<file path="src/rtl/ext_regs_pkg.sv">
// ext_regs_pkg: register map, control/status bit positions and byte-lane helper
package ext_regs_pkg;
  typedef enum logic [2:0] {
    ADDR_LED, ADDR_SW, ADDR_BTN, ADDR_BTN_EDGE,
    ADDR_CYCLE, ADDR_TIMER_LOAD, ADDR_TIMER_CTRL, ADDR_TIMER_STAT
  } reg_addr_e;
  localparam int CTRL_EN = 0;
  localparam int CTRL_AR = 1;
  localparam int CTRL_IRQ = 2;
  localparam int STAT_EXP = 0;
  function automatic logic [31:0] lane_mask(input logic [3:0] wea);
    return {{8{wea[3]}}, {8{wea[2]}}, {8{wea[1]}}, {8{wea[0]}}};
  endfunction
endpackage

</file>
<file path="src/rtl/sync_2ff.sv">
// sync_2ff: two-flop synchronizer for asynchronous board inputs
module sync_2ff #(
  parameter int WIDTH = 4
) (
  input  logic             clk,
  input  logic             rst_n,
  input  logic [WIDTH-1:0] d,
  output logic [WIDTH-1:0] q
);
  logic [WIDTH-1:0] s1;
  // first stage may go metastable; second stage gives a settled copy
  always_ff @(posedge clk or negedge rst_n)
    if (!rst_n) {q, s1} <= '0;
    else {q, s1} <= {s1, d};
endmodule

</file>
<file path="src/rtl/ext_gpio_timer.sv">
// ext_gpio_timer: EXT-bus GPIO, sticky button edges, cycle counter and down-timer
module ext_gpio_timer
  import ext_regs_pkg::*;
#(
  parameter int AWIDTH = 16,
  parameter int NLED = 4,
  parameter int NIN = 4
) (
  input  logic              clk,
  input  logic              rst_n,
  input  logic              ext_en,
  input  logic [3:0]        ext_wea,
  input  logic [AWIDTH-1:0] ext_addr,
  input  logic [31:0]       ext_din,
  output logic [31:0]       ext_dout,
  input  logic [NIN-1:0]    switches,
  input  logic [NIN-1:0]    buttons,
  output logic [NLED-1:0]   leds,
  output logic              irq
);
  logic [NIN-1:0] sw_s, btn_s, btn_prev, btn_edge;
  logic [31:0] mask, cycle_cnt, load, count, rdata, new_load;
  logic [7:0] wsel;
  logic [2:0] ctrl, new_ctrl;
  logic expired, hit, at_zero, edge_clr, exp_clr;
  reg_addr_e idx;

  sync_2ff #(.WIDTH(NIN)) u_sw (.clk(clk), .rst_n(rst_n), .d(switches), .q(sw_s));
  sync_2ff #(.WIDTH(NIN)) u_btn (.clk(clk), .rst_n(rst_n), .d(buttons), .q(btn_s));

  assign hit = ~|ext_addr[AWIDTH-1:3];
  assign idx = reg_addr_e'(ext_addr[2:0]);
  assign mask = lane_mask(ext_wea);
  assign wsel = (ext_en && |ext_wea && hit) ? 8'b1 << idx : 8'b0;
  assign new_load = (load & ~mask) | (ext_din & mask);
  assign new_ctrl = wsel[ADDR_TIMER_CTRL] ? (ctrl & ~mask[2:0]) | (ext_din[2:0] & mask[2:0]) : ctrl;
  assign at_zero = ctrl[CTRL_EN] && count == '0;
  assign edge_clr = wsel[ADDR_BTN_EDGE];
  assign exp_clr = wsel[ADDR_TIMER_STAT] & mask[STAT_EXP] & ext_din[STAT_EXP];
  assign irq = expired & ctrl[CTRL_IRQ];

  // read mux; unmapped words and unimplemented bits return zero
  always_comb begin
    rdata = '0;
    if (hit)
      case (idx)
        ADDR_LED:        rdata = 32'(leds);
        ADDR_SW:         rdata = 32'(sw_s);
        ADDR_BTN:        rdata = 32'(btn_s);
        ADDR_BTN_EDGE:   rdata = 32'(btn_edge);
        ADDR_CYCLE:      rdata = cycle_cnt;
        ADDR_TIMER_LOAD: rdata = load;
        ADDR_TIMER_CTRL: rdata = 32'(ctrl);
        default:         rdata = 32'(expired);
      endcase
  end

  // read data captures pre-write state at the access edge and holds until the next access
  always_ff @(posedge clk or negedge rst_n)
    if (!rst_n) ext_dout <= '0;
    else if (ext_en) ext_dout <= rdata;

  // GPIO registers, free-running cycle counter and sticky edges (a new edge beats a clear)
  always_ff @(posedge clk or negedge rst_n)
    if (!rst_n) begin
      leds <= '0;
      cycle_cnt <= '0;
      btn_prev <= '0;
      btn_edge <= '0;
    end else begin
      if (wsel[ADDR_LED]) leds <= (leds & ~mask[NLED-1:0]) | (ext_din[NLED-1:0] & mask[NLED-1:0]);
      cycle_cnt <= cycle_cnt + 32'd1;
      btn_prev <= btn_s;
      btn_edge <= (btn_edge & ~(edge_clr ? ext_din[NIN-1:0] & mask[NIN-1:0] : '0)) | (btn_s & ~btn_prev);
    end

  // down-timer: reload on enable or load update, expire at zero, one-shot clears enable
  always_ff @(posedge clk or negedge rst_n)
    if (!rst_n) begin
      load <= '0;
      ctrl <= '0;
      count <= '0;
      expired <= 1'b0;
    end else begin
      if (wsel[ADDR_TIMER_LOAD]) load <= new_load;
      if (wsel[ADDR_TIMER_CTRL]) ctrl <= new_ctrl;
      else if (at_zero && !ctrl[CTRL_AR]) ctrl[CTRL_EN] <= 1'b0;
      if (wsel[ADDR_TIMER_CTRL] && new_ctrl[CTRL_EN] && !ctrl[CTRL_EN]) count <= load;
      else if (wsel[ADDR_TIMER_LOAD] && ctrl[CTRL_EN]) count <= new_load;
      else if (ctrl[CTRL_EN]) count <= at_zero ? (ctrl[CTRL_AR] ? load : count) : count - 32'd1;
      expired <= at_zero | (expired & ~exp_clr);
    end
endmodule

</file>
<file path="config.mk">
export PLATFORM = sky130hd
export DESIGN_NAME = ext_gpio_timer
export DESIGN_NICKNAME = d
export VERILOG_FILES = /design/src/rtl/ext_regs_pkg.sv /design/src/rtl/sync_2ff.sv /design/src/rtl/ext_gpio_timer.sv
export SDC_FILE = /design/constraint.sdc
export NUM_CORES = 1
export LEC_CHECK = 0
export CORE_MARGIN = 1.5
export CORE_UTILIZATION = 51
export CTS_CLUSTER_SIZE = 16
export DETAILED_ROUTE_END_ITERATION = 8
export PLACE_DENSITY = 0.75
export REMOVE_ABC_BUFFERS = 1
export SETUP_SLACK_MARGIN = 0.4
export SYNTH_ARGS = -nofsm -noshare
export SYNTH_HDL_FRONTEND = slang
export SYNTH_SLANG_ARGS = --single-unit
export TNS_END_PERCENT = 10
</file>
<file path="constraint.sdc">
create_clock -name clk -period 2.7 [get_ports clk]
set_input_delay 0.27 -clock clk [delete_from_list [all_inputs] [get_ports clk]]
set_output_delay 0.27 -clock clk [all_outputs]
set_load 0.05 [all_outputs]
</file>
==> flow_results.org, run 1 <==
** Run status
- The run finished with clean final reports.

** Detailed routing
- Dividing the detail-routed wire length by the instance count gives 19.02 um.
- Detail Route Antenna Nets :: 0
- Number of detailed-route iterations in the first pass :: 5
- Vias :: 7251
- Summed over all layers, the routed wires come to 23390 um.
- Using the TritonRoute via totals, the vias-per-cell ratio works out to 5.895.
- The first routing iteration left 626 violations.
- DRC Markers :: 0

** STA
- Adding up every negative setup slack in the final design gives 0 ns.
- Setup slack after layout :: 0.06558 ns
- For the final database, setup skew stands at 0.007525 ns.
- Maximum operating frequency :: 379.6 MHz
- Slew at the pin closest to its max-slew limit :: 0.5211 ns
- Final number of setup-violating endpoints :: 0
- Minimum clock period after layout :: 2.634 ns
- RSZ-0062 raised after global routing :: yes
- Post-route clock period utilization :: 97.57%
- Max-slew violation total from the final report :: 0
- Worst slew margin :: 64.99%
- Hold violation count in the final report :: 0

** GRT
- Total track usage :: 28.48%
- Maximum number of pins on one net before global-route repair :: 95
- Wire length of the first global-routing pass :: 37000 um
- The initial antenna violation count was 0.
- The number of global-route vias before repair is 7060.
- For this run the aggregate overflow at the end of global routing stands at 0.

** CTS
- CTS sink cnt :: 160
- The later pin in the worst-skew pair is clocked with a latency of 0.42 ns.
- The H-tree generated during clock tree synthesis spans 4 levels.
- Counting the buffers created by CTS gives 17.
- The cell sitting at the root of the clock tree is a sky130_fd_sc_hd__clkbuf_16.
- TritonCTS built the clock tree.
- The clock passes through at most 2 buffers.
- Clock-pin slew was measured on the worst setup and hold paths at 0.06 ns.

** Pwr
- For this design the ratio of total power to cell area is 468.6 nW/um^2.
- Peak supply drop :: 0.4428 mV
- In this run, the clock network consumes 46.4% of the power.
- Internal power comes to 0.003860 W.
- Combinational power share :: 5.7%
- Leak Pwr :: 4.593 nW
- Sequential cells burn 47.9% of the power.
- Switching Share :: 23.50%
- For this design the total switching power over the nets is 0.001185 W.

** Layout
- Once layout is complete, the utilization of the core stands at 68.53%.
- After the flow finishes, the layout carries non-filler instances totaling 1230.
- Fillcell total :: 1228
- ANT cells :: 0
- Number of nets at the end of the flow :: 1066
- Synthesis-to-finish area growth :: 32.26%
- Fraction of layout instances using a drive strength above 1 :: 21.01%

** Floorplanning
- The die covers 16730 um^2.
- Boundary Pins :: 100
- The floorplan has 46 rows.
- From bottom edge to top edge, the die measures 129.4 um.
- In this run the standard cell core region covers 15710 um^2.
- The initial utilization of the core area, before any placement, comes to 51.82%.
- Floorplan die width :: 129.4 um

** Logic synthesis
- Post-Synthesis Cells :: 826
- Counting flops and latches in the post-synthesis netlist gives 160.
- Leading register cell type out of synthesis :: sky130_fd_sc_hd__dfrtp_1
- Average size of a mapped cell :: 9.857 um^2
- Total number of yosys warnings :: 0
- Syn Std Cell Area :: 8142 um^2
- Share of the yosys chip area belonging to registers :: 49.18%
- Post-synth ARST share :: 100.0%
- The synthesized design contains 0 enable-type register cells.
- The synthesized netlist contains 60 unique library cells.

** Placement
- The number of placed instances, taps included, is 1189.
- Input and output buffers added on the ports amount to 99.
- Routability-driven placement finished with a final weighted congestion of 0.9427.
- At the placement stage, the worst setup path has a slack of -0.1141 ns.
- Detailed placement HPWL :: 16840 um

** Critical path
- Of all nets on the critical path, the largest fanout is 6.
- For the worst setup path, the data required time is 3.06 ns.
- Data arrival at the endpoint of the critical path :: 2.99 ns
- Type of element launching the critical path :: flip-flop
- Setup Crit Path Kind :: flip-flop to flip-flop
- STA classifies the critical path endpoint as a flip-flop.
- R2R Setup Slk :: 0.07 ns

** Run
- The tool flagged a number of max-cap violations equal to 0.

** Min path
- Worst min-delay path category :: primary input to flip-flop
[final timing paths]
check	startpoint	to	cells after the start
setup / recovery	count[18]	count[6]	9
hold / removal	switches[0]	u_sw.s1[0]	1
setup reg to reg	count[18]	count[6]	9
hold reg to reg	u_btn.s1[0]	u_btn.q[0]	0
max in group asynchronous	rst_n	load[15]	3
min in group asynchronous	rst_n	ext_dout[28]	2
[registers in the layout, summed over array words and instances, names as in the netlist, named ones only]
name / count
count: 32
ext_dout: 32
u_sw.s1: 4
load: 32
cycle_cnt: 32
u_btn.q: 4
btn_prev: 4
u_btn.s1: 4
expired: 1
u_sw.q: 4
btn_edge: 4
ctrl: 1
[layout make-up]
type	count	area, um^2	area share, %
clock buffers	20	446.7	4.148
flip-flops and latches	160	4004	37.18
repair buffers	201	1872	17.38
clock inverters	12	126.4	1.174
inverters	45	168.9	1.569
well taps	216	270.3	2.510
multi-input cells	576	3880	36.03
[critical path, stage by stage, from the launching register on]
cell and delay (ns):
sky130_fd_sc_hd__dfrtp_1 0.40, sky130_fd_sc_hd__or2_4 0.26, sky130_fd_sc_hd__or4b_4 0.49, sky130_fd_sc_hd__or4_4 0.56, sky130_fd_sc_hd__o21ai_4 0.18, sky130_fd_sc_hd__buf_6 0.14
sky130_fd_sc_hd__and2_4 0.24, sky130_fd_sc_hd__clkbuf_16 0.18, sky130_fd_sc_hd__nand2_1 0.06, sky130_fd_sc_hd__o21ai_2 0.06
[Yosys cell counts (12+ instances only)]
| master | number | area share [%] |
|---|---|---|
| sky130_fd_sc_hd__xnor2_1 | 29 | 3.1 |
| sky130_fd_sc_hd__nand4_1 | 12 | 0.92 |
| sky130_fd_sc_hd__a21oi_1 | 34 | 2.1 |
| sky130_fd_sc_hd__nand2_1 | 61 | 2.8 |
| sky130_fd_sc_hd__inv_1 | 45 | 2.1 |
| sky130_fd_sc_hd__dfrtp_1 | 160 | 49 |
| sky130_fd_sc_hd__xor2_1 | 15 | 1.6 |
| sky130_fd_sc_hd__mux2i_1 | 12 | 1.5 |
| sky130_fd_sc_hd__nor2_1 | 57 | 2.6 |
| sky130_fd_sc_hd__a22oi_1 | 36 | 3.3 |
| sky130_fd_sc_hd__nor4_1 | 17 | 1.3 |
| sky130_fd_sc_hd__clkbuf_1 | 33 | 1.5 |
| sky130_fd_sc_hd__o21ai_0 | 48 | 3.0 |
| sky130_fd_sc_hd__o22ai_1 | 43 | 3.3 |
| sky130_fd_sc_hd__nand3_1 | 39 | 2.4 |
| sky130_fd_sc_hd__mux2_2 | 40 | 5.5 |
| sky130_fd_sc_hd__nor3_1 | 15 | 0.92 |
[power by group through the flow]
stage | Clock, W | Sequential [W] | Combinational, W
after floorplan | 0 | 0.00246 | 0.0000505
final | 0.00234 | 0.00242 | 0.000287
after global routing | 0.00246 | 0.00242 | 0.000310
after global placement | 0 | 0.00246 | 0.000283
after detailed placement | 0 | 0.00246 | 0.000284
after CTS | 0.00236 | 0.00242 | 0.000288
[layout by cell type, fill, tap and decap left out, types with 3 or more instances in the layout]
cell type and instances:
sky130_fd_sc_hd__dfrtp_1 160, sky130_fd_sc_hd__clkdlybuf4s50_1 98, sky130_fd_sc_hd__buf_4 90, sky130_fd_sc_hd__nand2_1 58, sky130_fd_sc_hd__nor2_1 57, sky130_fd_sc_hd__o21ai_0 45, sky130_fd_sc_hd__inv_1 45, sky130_fd_sc_hd__o22ai_1 42
sky130_fd_sc_hd__mux2_2 40, sky130_fd_sc_hd__nand3_1 38, sky130_fd_sc_hd__a22oi_1 36, sky130_fd_sc_hd__a21oi_1 32, sky130_fd_sc_hd__xnor2_1 29, sky130_fd_sc_hd__clkbuf_16 18, sky130_fd_sc_hd__xor2_1 15, sky130_fd_sc_hd__nor3_1 13
sky130_fd_sc_hd__nor4_1 13, sky130_fd_sc_hd__nand4_1 12, sky130_fd_sc_hd__mux2i_1 12, sky130_fd_sc_hd__and3_1 11, sky130_fd_sc_hd__o21ai_2 10, sky130_fd_sc_hd__a31oi_1 10, sky130_fd_sc_hd__nor3b_1 9, sky130_fd_sc_hd__or3_1 6
sky130_fd_sc_hd__or4_1 6, sky130_fd_sc_hd__and4_1 6, sky130_fd_sc_hd__buf_12 6, sky130_fd_sc_hd__o31ai_1 5, sky130_fd_sc_hd__nor2b_1 5, sky130_fd_sc_hd__nor4_2 5, sky130_fd_sc_hd__clkinv_4 5, sky130_fd_sc_hd__buf_6 4
sky130_fd_sc_hd__and2_1 3, sky130_fd_sc_hd__o32a_1 3, sky130_fd_sc_hd__o211ai_1 3, sky130_fd_sc_hd__o21ai_1 3, sky130_fd_sc_hd__inv_6 3
[per-stage QoR]
stage	area [um^2]	hold slack [ns]	power [W]
after floorplan	7921	-0.02559	0.002513
after global placement	9985	0.2081	0.002746
after detailed placement	9985	0.2013	0.002748
after CTS	10670	0.2767	0.005069
after global routing	10770	0.2849	0.005188
final	10770	0.2820	0.005045
[cells by family after synthesis]
logic type                 Yosys count  synth area share, %
and+or+nand+nor                    263                16.78
AOI/OAI and AO/OA                  213                16.94
DFF                                160                49.18
buffers and inverters               91                4.779
muxes                               53                7.284
xor gates and xnor gates            44                4.733
adders and majority gates            2               0.3073
[routing by layer]
metal / track usage [%] / part of all wire (%) / up-vias
met2: 45.12 / 47 / 258
li1: - / - / 3365
met4: 7.865 / 1.2 / 0
met1: 41.06 / 46 / 3604
met5: 0 / 0 / -
met3: 4.129 / 5.3 / 24
[what timing repair did]
action                                 4_1_cts  5_1_grt
hold buffers                                 1        0
endpoints found under the hold margin       37        0
pin swaps                                    1        5
buffers inserted                             4        2
setup endpoints to repair                   43       71
resized for setup                           14       15
gates cloned                                 1        1
No activity file was read; power rests on OpenSTA's default activity.
==> run 2: changes to the inputs <==
- CORE_UTILIZATION: 51 -> 56
- PLACE_DENSITY: 0.75 -> 0.78
- clock period: 2.7 -> 2.5 ns (I/O delays scaled with it)
==> flow_results.org, run 2 (synthesis results as in run 1) <==
** Placement
- At the end of routability-driven placement, the weighted congestion stood at 0.9600.
- In this run, placement finished with an instance count of 1191.
- Detailed placement HPWL :: 18230 um
- Input and output buffers added on the ports amount to 99.

** Pwr
- Power density of the placed cells :: 492.7 nW/um^2
- Peak supply drop :: 0.4850 mV
- Total power after layout :: 0.005465 W
- Leak Pwr :: 4.798 nW

** GRT
- The initial antenna violation count is 0.
- Global routing consumed, on the met1 layer, 46.33% of the routing resources.
- Total track usage :: 35.12%
- Global routing used 56.39% of the available met2 tracks.
- The number of global-route vias before repair came to 7490.
- For this run, global-route usage on met3 was measured as 8.379%.
- The first global-routing pass estimated 39920 um of wire.
- The layer flagged by global routing as most heavily used is met2.
- Entering global routing, the biggest net connects 59 pins.
- For this run the aggregate overflow at the end of global routing stands at 0.

** Critical path
- Crit-path max FO :: 5
- Walking the worst path, the cells encountered are or2_4, or4b_4, or4_4, o21ai_4, and2_4, buf_6, a21oi_2, a21oi_2.
- At the worst endpoint, the required time is 2.86 ns.
- Startpoint of the worst register-to-register path :: count[19]
- Critical Path Start :: count[19]
- Endpoint class of the critical path :: flip-flop
- Setup Crit Path Kind :: flip-flop to flip-flop
- Type of element launching the critical path :: flip-flop
- Critical Path Most Common Cell :: sky130_fd_sc_hd__a21oi_2
- Data arrival at the endpoint of the critical path :: 2.97 ns
- In this design, the stage delay of the slowest critical-path cell is 0.54 ns.
- On the critical path, the stage with the largest delay is an instance of sky130_fd_sc_hd__or4_4.

** Floorplanning
- The die is 123.6 um tall.
- For this design the top-level I/O count stands at 100.
- Floorplan die area :: 15270 um^2
- The core region is 14040 um^2.
- # rows :: 43
- Floorplan die width :: 123.6 um
- Initial cell density of the core :: 57.98%

** CTS
- CTS built an H-tree with a depth of 4.
- The clock passes through at most 2 buffers.
- The tree built by TritonCTS fans out to 160 sinks.
- TritonCTS clock tree :: built
- Clock latency on the worst-skew pair, taken at its later pin, is 0.44 ns.
- The root buffer cell chosen for the clock tree is sky130_fd_sc_hd__clkbuf_16.
- Number of clock buffers inserted by TritonCTS :: 17
- Clock slew at the register clock pins of the worst setup and hold paths :: 0.07 ns

** STA
- Clock Skews :: 0.007323 ns
- Slew at the pin closest to its max-slew limit :: 0.6085 ns
- Adding up every negative setup slack in the final design gives -1.580 ns.
- Headroom to the max-slew limit came out at 59.43%.
- Max-slew violation total from the final report :: 0
- Minimum clock period after layout :: 2.608 ns
- Setup violations remaining at the end of the flow were counted as 26.
- The final-report hold violation count was 0.
- RSZ-0062 raised after global routing :: yes
- After layout, the worst path uses 104.3% of the clock period.
- Setup slack after layout :: -0.1080 ns
- Timing would allow up to 383.4 MHz.

** Detailed routing
- Summing over every cut layer, the via total after detailed routing is 7575.
- Detail Route Antenna Nets :: 0
- After detailed routing, the number of remaining DRC violations is 0.
- DRC marker count from the first detailed-route iteration :: 676
- After detailed routing, the average wire length per cell comes to 21.24 um.
- Drt total wl :: 26120 um
- Via-per-instance ratio :: 6.159
- Before antenna repair, the detailed router went through 5 iterations.

** Layout
- Synthesis-to-finish area growth :: 36.24%
- Most used cells in the layout excluding fill and tap cells :: sky130_fd_sc_hd__dfrtp_1 (159), sky130_fd_sc_hd__buf_4 (127), sky130_fd_sc_hd__clkdlybuf4s50_1 (98), sky130_fd_sc_hd__nor2_1 (56), sky130_fd_sc_hd__nand2_1 (54)
- For this run, the number of standard cells in the final layout without fillers is 1230.
- Most common cell after layout, fill and taps aside :: sky130_fd_sc_hd__dfrtp_1
- The net count of the finished layout is 1102.
- 0 antenna diodes ended up in the layout.
- Area of the multi-input gates :: 3996 um^2
- Fillcell total :: 909
- In the final layout, the share of cells above drive strength 1 is 25.52%.
- Sequential cell area :: 4005 um^2
- Cells fill 78.99% of the core in the end.

** Min path
- Worst min-delay path startpoint :: buttons[1]
- The worst hold path belongs to the class primary input to flip-flop.

** Run
- Count of max-cap constraint violations :: 0

** Run status
- The flow ran to the end, but the final reports show violations.
- The checks that failed: setup timing.
[run 2: cell types whose count changed in the layout (fill, tap and decap cells not counted), moves of 3 or more]
cell,delta
sky130_fd_sc_hd__a21oi_1,-3
sky130_fd_sc_hd__a21oi_2,+3
sky130_fd_sc_hd__buf_4,+37
sky130_fd_sc_hd__clkinv_4,-3
sky130_fd_sc_hd__nand2_1,-4
sky130_fd_sc_hd__nand2_2,+4
sky130_fd_sc_hd__nor4_1,-4
sky130_fd_sc_hd__o21ai_0,-5
sky130_fd_sc_hd__o21ai_1,+4
[run 2: power by group]
part | internal (W) | switching, W | leakage [nW]
clock network | 0.00134 | 0.00119 | 0.273
registers | 0.00260 | 0.00000743 | 2.07
logic | 0.000150 | 0.000176 | 2.46
total | 0.00409 | 0.00137 | 4.80
[run 2: final timing paths]
kind | end | slack [ns] | cells after the start
worst max-delay path | count[31] | -0.11 | 8
worst min-delay path | u_btn.s1[1] | 0.25 | 1
worst max register to register | count[31] | -0.11 | 8
worst min register to register | u_btn.q[0] | 0.35 | 0
max in group asynchronous | load[13] | 1.41 | 3
min in group asynchronous | ext_dout[7] | 0.34 | 2
[run 2: what timing repair did]
action,4_1_cts,5_1_grt
resized for setup,22,35
setup endpoints to repair,72,75
cloned,0,3
pin swaps,4,15
hold endpoints to repair,54,0
setup buffers,0,3
hold buffers,1,0
[run 2: routing by layer]
metal	wire, um	vias to the layer above
met5	0	-
met4	725	0
met3	1777	60
met2	12720	309
met1	10900	3767
li1	-	3439
[run 2: through the flow]
stage | setup WS [ns] | cell area [um^2] | hold slack [ns]
after CTS | -0.06836 | 10860 | 0.2397
after detailed placement | -0.2850 | 10200 | 0.2657
final | -0.1080 | 11090 | 0.2508
after floorplan | -1.078 | 7921 | -0.04559
after global routing | -0.1715 | 11090 | 0.2352
after global placement | -0.1924 | 10200 | 0.2479
[run 2: cell type report]
cell class | count | area share [%]
clock buffer | 19 | 3.993
timing repair buffer | 237 | 19.21
sequential | 160 | 36.11
clock inverter | 13 | 1.105
tap | 180 | 2.030
inverter | 45 | 1.523
multi-input combinational | 576 | 36.03
[run 2: worst max-delay path, delay by kind of cell (launching register included)]
kind,cells,cell delay (ns)
AOI/OAI and AO/OA,3,0.42
DFF,1,0.38
and+or+nand+nor,4,1.59
buffers and inverters,1,0.14
